## config.mk

```make
export PLATFORM = sky130hd
export DESIGN_NAME = booth_mul_arbiter
export DESIGN_NICKNAME = d
export VERILOG_FILES = /design/src/rtl/booth_mul_arbiter.sv
export SDC_FILE = /design/constraint.sdc
export NUM_CORES = 1
export LEC_CHECK = 0
export BUFFER_PORTS_ARGS = -buffer_cell sky130_fd_sc_hd__buf_4
export CORE_AREA = 2 2 179 181
export CTS_CLUSTER_SIZE = 14
export DETAILED_ROUTE_END_ITERATION = 6
export DIE_AREA = 0 0 181 183
export PLACE_DENSITY = 0.45
export SLEW_MARGIN = 15
export SYNTH_ARGS = -nofsm -noshare
export SYNTH_HDL_FRONTEND = slang
export SYNTH_SLANG_ARGS = --single-unit
```

## constraint.sdc

```tcl
create_clock -name clk -period 2.2 [get_ports clk]
set_input_delay 0.33 -clock clk [delete_from_list [all_inputs] [get_ports clk]]
set_output_delay 0.33 -clock clk [all_outputs]
set_load 0.03 [all_outputs]
```

## src/rtl/booth_mul_arbiter.sv

```systemverilog
// rtl/booth_mul_arbiter.sv - round-robin sharing of one pipelined booth multiplier among NREQ requesters
// Optional per-requester issue counters when BOOTH_ARB_PERF_EN is defined.
module booth_mul_arbiter #(
    parameter int NREQ    = 4,
    parameter int LATENCY = 5,
    parameter int IDW     = 2
) (
    input  logic                 clk,
    input  logic                 rstn,
    input  logic [NREQ-1:0]      req_valid,
    output logic [NREQ-1:0]      req_ready,
    input  logic [NREQ*32-1:0]   req_a,
    input  logic [NREQ*32-1:0]   req_b,
    output logic [31:0]          mul_multiplicand,
    output logic [31:0]          mul_multiplier,
    input  logic [63:0]          mul_result,
    output logic [NREQ-1:0]      rsp_valid,
    output logic [IDW-1:0]       rsp_id,
    output logic [63:0]          rsp_result,
    output logic                 busy
`ifdef BOOTH_ARB_PERF_EN
    ,
    output logic [NREQ*16-1:0]   perf_issue_cnt
`endif
);

    logic [IDW-1:0] ptr_q, ptr_d;
    logic           gnt_found;
    logic [IDW-1:0] gnt_id;
    logic [IDW:0]   cand;
    logic [31:0]    mc_q, mc_d;
    logic [31:0]    mp_q, mp_d;

    // Stage 0 sits alongside the operand registers; stage LATENCY lines up with mul_result.
    logic [LATENCY:0] tag_vld_q;
    logic [IDW-1:0]   tag_id_q [0:LATENCY];

    always_comb begin
        gnt_found = 1'b0;
        gnt_id    = '0;
        cand      = '0;
        for (int k = 0; k < NREQ; k++) begin
            cand = {1'b0, ptr_q} + (IDW+1)'(k);
            if (cand >= (IDW+1)'(NREQ)) begin
                cand = cand - (IDW+1)'(NREQ);
            end
            if (!gnt_found && req_valid[cand[IDW-1:0]]) begin
                gnt_found = 1'b1;
                gnt_id    = cand[IDW-1:0];
            end
        end
    end

    always_comb begin
        req_ready = '0;
        ptr_d     = ptr_q;
        mc_d      = mc_q;
        mp_d      = mp_q;
        if (gnt_found) begin
            req_ready[gnt_id] = 1'b1;
            ptr_d = (gnt_id == IDW'(NREQ-1)) ? '0 : gnt_id + 1'b1;
        end
        for (int k = 0; k < NREQ; k++) begin
            if (gnt_found && gnt_id == IDW'(k)) begin
                mc_d = req_a[32*k +: 32];
                mp_d = req_b[32*k +: 32];
            end
        end
    end

    always_ff @(posedge clk or negedge rstn) begin
        if (!rstn) begin
            ptr_q <= '0;
            mc_q  <= '0;
            mp_q  <= '0;
        end else begin
            ptr_q <= ptr_d;
            mc_q  <= mc_d;
            mp_q  <= mp_d;
        end
    end

    always_ff @(posedge clk or negedge rstn) begin
        if (!rstn) begin
            tag_vld_q <= '0;
            for (int k = 0; k <= LATENCY; k++) begin
                tag_id_q[k] <= '0;
            end
        end else begin
            tag_vld_q   <= {tag_vld_q[LATENCY-1:0], gnt_found};
            tag_id_q[0] <= gnt_found ? gnt_id : '0;
            for (int k = 1; k <= LATENCY; k++) begin
                tag_id_q[k] <= tag_id_q[k-1];
            end
        end
    end

    always_comb begin
        rsp_valid = '0;
        rsp_id    = '0;
        if (tag_vld_q[LATENCY]) begin
            rsp_valid[tag_id_q[LATENCY]] = 1'b1;
            rsp_id                       = tag_id_q[LATENCY];
        end
    end

    assign mul_multiplicand = mc_q;
    assign mul_multiplier   = mp_q;
    assign rsp_result       = mul_result;
    assign busy             = |tag_vld_q;

`ifdef BOOTH_ARB_PERF_EN
    for (genvar i = 0; i < NREQ; i++) begin : g_perf
        logic [15:0] cnt_q, cnt_d;

        always_comb begin
            cnt_d = cnt_q;
            if (gnt_found && gnt_id == IDW'(i) && cnt_q != 16'hFFFF) begin
                cnt_d = cnt_q + 16'd1;
            end
        end

        always_ff @(posedge clk or negedge rstn) begin
            if (!rstn) begin
                cnt_q <= '0;
            end else begin
                cnt_q <= cnt_d;
            end
        end

        assign perf_issue_cnt[16*i +: 16] = cnt_q;
    end
`endif

endmodule

```

Word level (Yosys, flattened, before mapping)
Cells that the tools add are included.
{"block": "word_totals", "out_inout_bits": 139, "elab_cells": 85, "ff_bits": 84}
{"block": "op_classes", "order_cmp": 12, "n_reduce_logical": 15, "eq_ne": 3, "add_sub_neg": 8, "muxes": 37}
{"op": "32-bit two-way mux", "n": 8}
{"op": "2-bit two-way mux", "n": 11}
{"op": "2-bit by 3-bit less-than comparator with 1-bit output (second input constant)", "n": 6}
{"op": "1-bit two-way mux", "n": 10}
{"op": "3-bit >= comparator (second input constant)", "n": 3}
{"op": "1-bit logical AND", "n": 9}
{"op": "1-bit binary-select mux with 2-bit select", "n": 4}
{"op": "4-bit two-way mux", "n": 2}
{"op": "2-bit by 1-bit subtractor with 2-bit output (second input constant)", "n": 4}
{"op": "2-bit by 2-bit adder with 3-bit output (second input constant)", "n": 2}
{"op": "6-bit OR reduction", "n": 1}
{"op": "1-bit demux with 2-bit select", "n": 2}
{"op": "2-bit equality test (second input constant)", "n": 2}
{"op": "2-bit by 1-bit >= comparator with 1-bit output (second input constant)", "n": 2}
{"op": "4-bit nonzero test", "n": 1}
{"op": "2-bit by 1-bit adder with 3-bit output (second input constant)", "n": 1}
{"op": "2-bit by 3-bit >= comparator with 1-bit output (second input constant)", "n": 1}
{"op": "1-bit zero test", "n": 3}
{"op": "2-bit by 1-bit adder with 2-bit output (second input constant)", "n": 1}
{"op": "2-bit by 1-bit equality test with 1-bit output (second input constant)", "n": 1}
{"op": "2-bit zero test", "n": 1}

Longest topological paths before layout
{"block": "logic_depth", "ltp_word": 20, "mapped_depth": 9}

Worst setup path after synthesis
Ideal clock, no wire load.
{"block": "synth_timing", "path_type": "flip-flop to output port", "from": "register ptr_q[1]", "to": "output req_ready[1]", "path_buffers": 3, "required_ns": 1.870, "setup_slack_ns": -0.005, "path_stages_with_launch": 9, "t_arrival_ns": 1.875, "cell_sequence": "dfrtp_1 > a21o_1 > a21boi_0 > o22ai_1 > ha_1 > buf_2 > buf_4 > buf_2 > and2_1"}
{"block": "synth_between", "elab_chain_len": 19, "word_cells_on_any_way": 43, "cone_classes": "add/sub: 7; order compare: 6; mux: 23; reduce/logical: 7"}
{"element": "start: declaration", "line_no": "27", "text": "logic [IDW-1:0] ptr_q, ptr_d;"}
{"element": "start signal: assignment", "line_no": "77", "text": "ptr_q <= ptr_d;"}
{"element": "parallel branches: the longest is 18 deep, another holds 2-bit by 1-bit adder with 3-bit output"}
{"element": "4-bit two-way mux (*)", "line_no": "59", "text": "if (gnt_found) begin"}
{"element": "end: declaration", "line_no": "11", "text": "output logic [NREQ-1:0] req_ready,"}
Every way passes the cells marked *. The select of a mux whose other input is x is not followed.

Final worst setup path
Same ends and word-level chain as after synthesis.

==> run_results.csv <==
group,metric,value,unit
die,die_w,181,um
placed_design,dp_hpwl,15500,um
critical_path,cp.arrival,1.93,ns
clocking,cts_buffer_depth,2,
clocking,insertion_delay,0.35,ns
timing,drv_slew,0,
global_routing,grt_pass1_vias,5393,
global_routing,grt_max_degree,85,
power_and_ir_drop,vdd_drop_max,0.525,mV
die,io_pins,465,
die,initial_core_util,16.5,%
drt,drtAntennaViolNets,0,
timing,layout_min_cycle_time,2.26,ns
clocking,cts-buffers-inserted,9,
critical_path,path_class,"reg2out",
drt,firstDrtPassIters,4,
job,maxCapViolations,0,
final_layout,finalNonFillerCells,1258,
die,die_y,183,um
yosys,synthesis.area,5150,um2
yosys,synth_seq_area_share,40.8,%
drt,drc,0,
final_layout,antennaDiodeCount,0,
placed_design,io_buffers,336,
drt,first_iter_violations,129,
clocking,htree_levels,3,
global_routing,grtUsageTotal,12.0,%
yosys,synth.avg_cell_area,9.20,um2
timing,finalHoldViolCount,0,
timing,fmax,0.442,GHz
timing,max_slew_margin,66.8,%
clocking,cts_root_buf,"clkbuf_16",
yosys,synth.distinct_cells,31,
run_status,status,"complete, but fails checks",
drt,routed_via_density,4.26,
placed_design,gp_congestion,0.704,
critical_path,end_kind,"primary output",
timing,fin_crit_sh,103,%
worst_hold_path,holdCritPathClass,"in2async",
die,core,31200,um2
yosys,syn_nets,890,
placed_design,dp.cells,1220,
drt,wl_per_cell,18.5,um
final_layout,area_growth,72.9,%
run_status,violations,"negative setup slack",
timing,skew,0.00941,ns
final_layout,layout-drive-gt1-share,54.9,%
power_and_ir_drop,finalPower,11.4,mW
global_routing,overflow,0,
yosys,async_reset_ff_share,100,%
yosys,synth-edff-count,0,
die,num_rows,65,
critical_path,cp_data_required_time,1.87,ns
timing,max_slew.worst_pin.slew,0.497,ns
yosys,synth_flop_cell,"dfrtp_1",
timing,grt_setup_unrepaired,"yes",
power_and_ir_drop,power_density,1280,nW/um2
timing,setup_viol,9,
final_layout,seq_area,2100,um2
clocking,ctsHoldBuffers,0,
drt,dr_total_vias,5363,
critical_path,r2r_cells,11,
global_routing,grt_pass1_wl,30800,um
yosys,ys_warn_count,0,
critical_path,worstPathMaxFanout,3,
die,dieArea,33100,um2
timing,setup-tns-final,-0.317,ns
final_layout,fillers,3367,
final_layout,multiInputGateArea,2640,um2
critical_path,worst_setup_path_start_kind,"flip-flop",
global_routing,antenna_found_initial,0,
placed_design,pre_cts_ws,-0.290,ns
clocking,cts_tree,"built",
power_and_ir_drop,p_leak,3.84,nW
clocking,clkSinkCount,84,
clocking,clk_pin_slew,0.07,ns
final_layout,final_net_count,1181,
yosys,syn_inst,560,
yosys,synth-seq-cells,84,
timing,setup_ws,-0.0627,ns
drt,drt-total-wl,23300,um
report_power, final:
group / internal, mW / total (mW) / switching [mW]
logic: 3.27 / 7.25 / 3.99
clock network: 0.779 / 1.51 / 0.728
registers: 2.26 / 2.68 / 0.421
metrics by stage:
| stage | instance area [um2] | util (%) | hold WS [ns] |
|---|---|---|---|
| 6_report | 8910 | 28.5 | 0.00554 |
| 3_3_place_gp | 7830 | 25.1 | 0.335 |
| 2_1_floorplan | 5160 | - | 0.0344 |
| 4_1_cts | 8300 | 26.6 | 0.0239 |
| 3_5_place_dp | 7830 | 25.1 | 0.335 |
| 5_1_grt | 8910 | 28.5 | 0.0466 |
logic make-up (layout without fill, tap and decap cells):
| kind of cell | after synthesis | after routing | share of synthesized area, % |
|---|---|---|---|
| buf+inv | 115 | 411 | 14.7 |
| fa+ha+maj | 4 | 4 | 0.971 |
| compound gates | 200 | 200 | 27.5 |
| mux | 1 | 1 | 0.218 |
| simple gates | 156 | 156 | 15.8 |
| flops | 84 | 84 | 40.8 |
area by class of cell:
cell class / count / share of cell area, %
sequential: 84 / 23.6
tap: 402 / 5.64
multi-input combinational: 361 / 29.6
timing repair buffer: 393 / 38.0
clock buffer: 10 / 2.57
clock inverter: 6 / 0.520
inverter: 2 / 0.112
flip-flops by register name, indices dropped and copies added (netlist names):
| name | count |
|---|---|
| tag_vld_q | 6 |
| mul_multiplier | 32 |
| tag_id_q | 12 |
| ptr_q | 2 |
| mul_multiplicand | 32 |
layer usage:
| metal | track usage [%] | vias to the layer above | routed length (um) |
|---|---|---|---|
| li1 | - | 2592 | - |
| met1 | 14.2 | 2486 | 9450 |
| met2 | 20.9 | 249 | 11900 |
| met3 | 3.61 | 36 | 1540 |
| met4 | 3.84 | 0 | 460 |
| met5 | 0 | - | 0 |
worst paths after layout:
check	startpoint	slack, ns	end
max	ptr_q[1]$_DFFE_PN0P_	-0.06	req_ready[1]
min	rstn	0.006	mul_multiplier[7]$_DFFE_PN0P_
max reg2reg	ptr_q[0]$_DFFE_PN0P_	-0.05	mul_multiplicand[12]$_DFFE_PN0P_
min reg2reg	tag_id_q[10]$_DFF_PN0_	0.34	tag_id_q[8]$_DFF_PN0_
max in group asynchronous	rstn	1.80	mul_multiplicand[12]$_DFFE_PN0P_
min in group clk	req_b[76]	0.28	mul_multiplier[12]$_DFFE_PN0P_
placed cells by master (no fill, tap or decap), types with 2 or more instances in the layout:
cell	netlist	layout
buf_4	66	360
dfrtp_1	84	84
nand2_1	67	67
nor2b_1	66	63
o31ai_1	63	58
a211oi_1	63	56
o22ai_1	64	35
o22ai_2	0	28
buf_12	0	18
clkbuf_16	0	17
a211oi_2	0	6
o31ai_2	0	5
and2_1	5	4
buf_6	6	4
nor2_1	4	3
nand2b_1	6	3
nand2b_4	0	3
nor2b_2	0	3
inv_6	0	3
o22a_1	2	2
a21oi_1	3	2
ha_2	0	2
clkinvlp_4	0	2
worst max-delay path, stage by stage, from the launching register on:
cell	delay, ns
dfrtp_1	0.41
a21o_1	0.17
a21boi_2	0.17
buf_4	0.14
o22ai_2	0.09
ha_4	0.20
buf_12	0.12
and2_1	0.14
buf_6	0.13
Yosys cell counts, drive strengths merged (3+ instances only):
cell type	instances	share of area, %
o22ai	64	7.8
and2	5	0.61
nor2b	66	8.0
clkbuf	9	0.66
ha	4	0.97
a211oi	63	9.2
nand2	67	4.9
buf	104	14
o31ai	63	9.2
nor2	4	0.29
a21oi	3	0.29
dfrtp	84	41
nand2b	6	0.73
repair_timing:
| action | 4_1_cts | 5_1_grt |
|---|---|---|
| endpoints found under the setup margin | 66 | 59 |
| pin swaps | 3 | 12 |
| resized for setup | 28 | 50 |
| buffers inserted | 5 | 5 |
| gates cloned | 1 | 11 |
No activity file was read; power rests on OpenSTA's default activity.
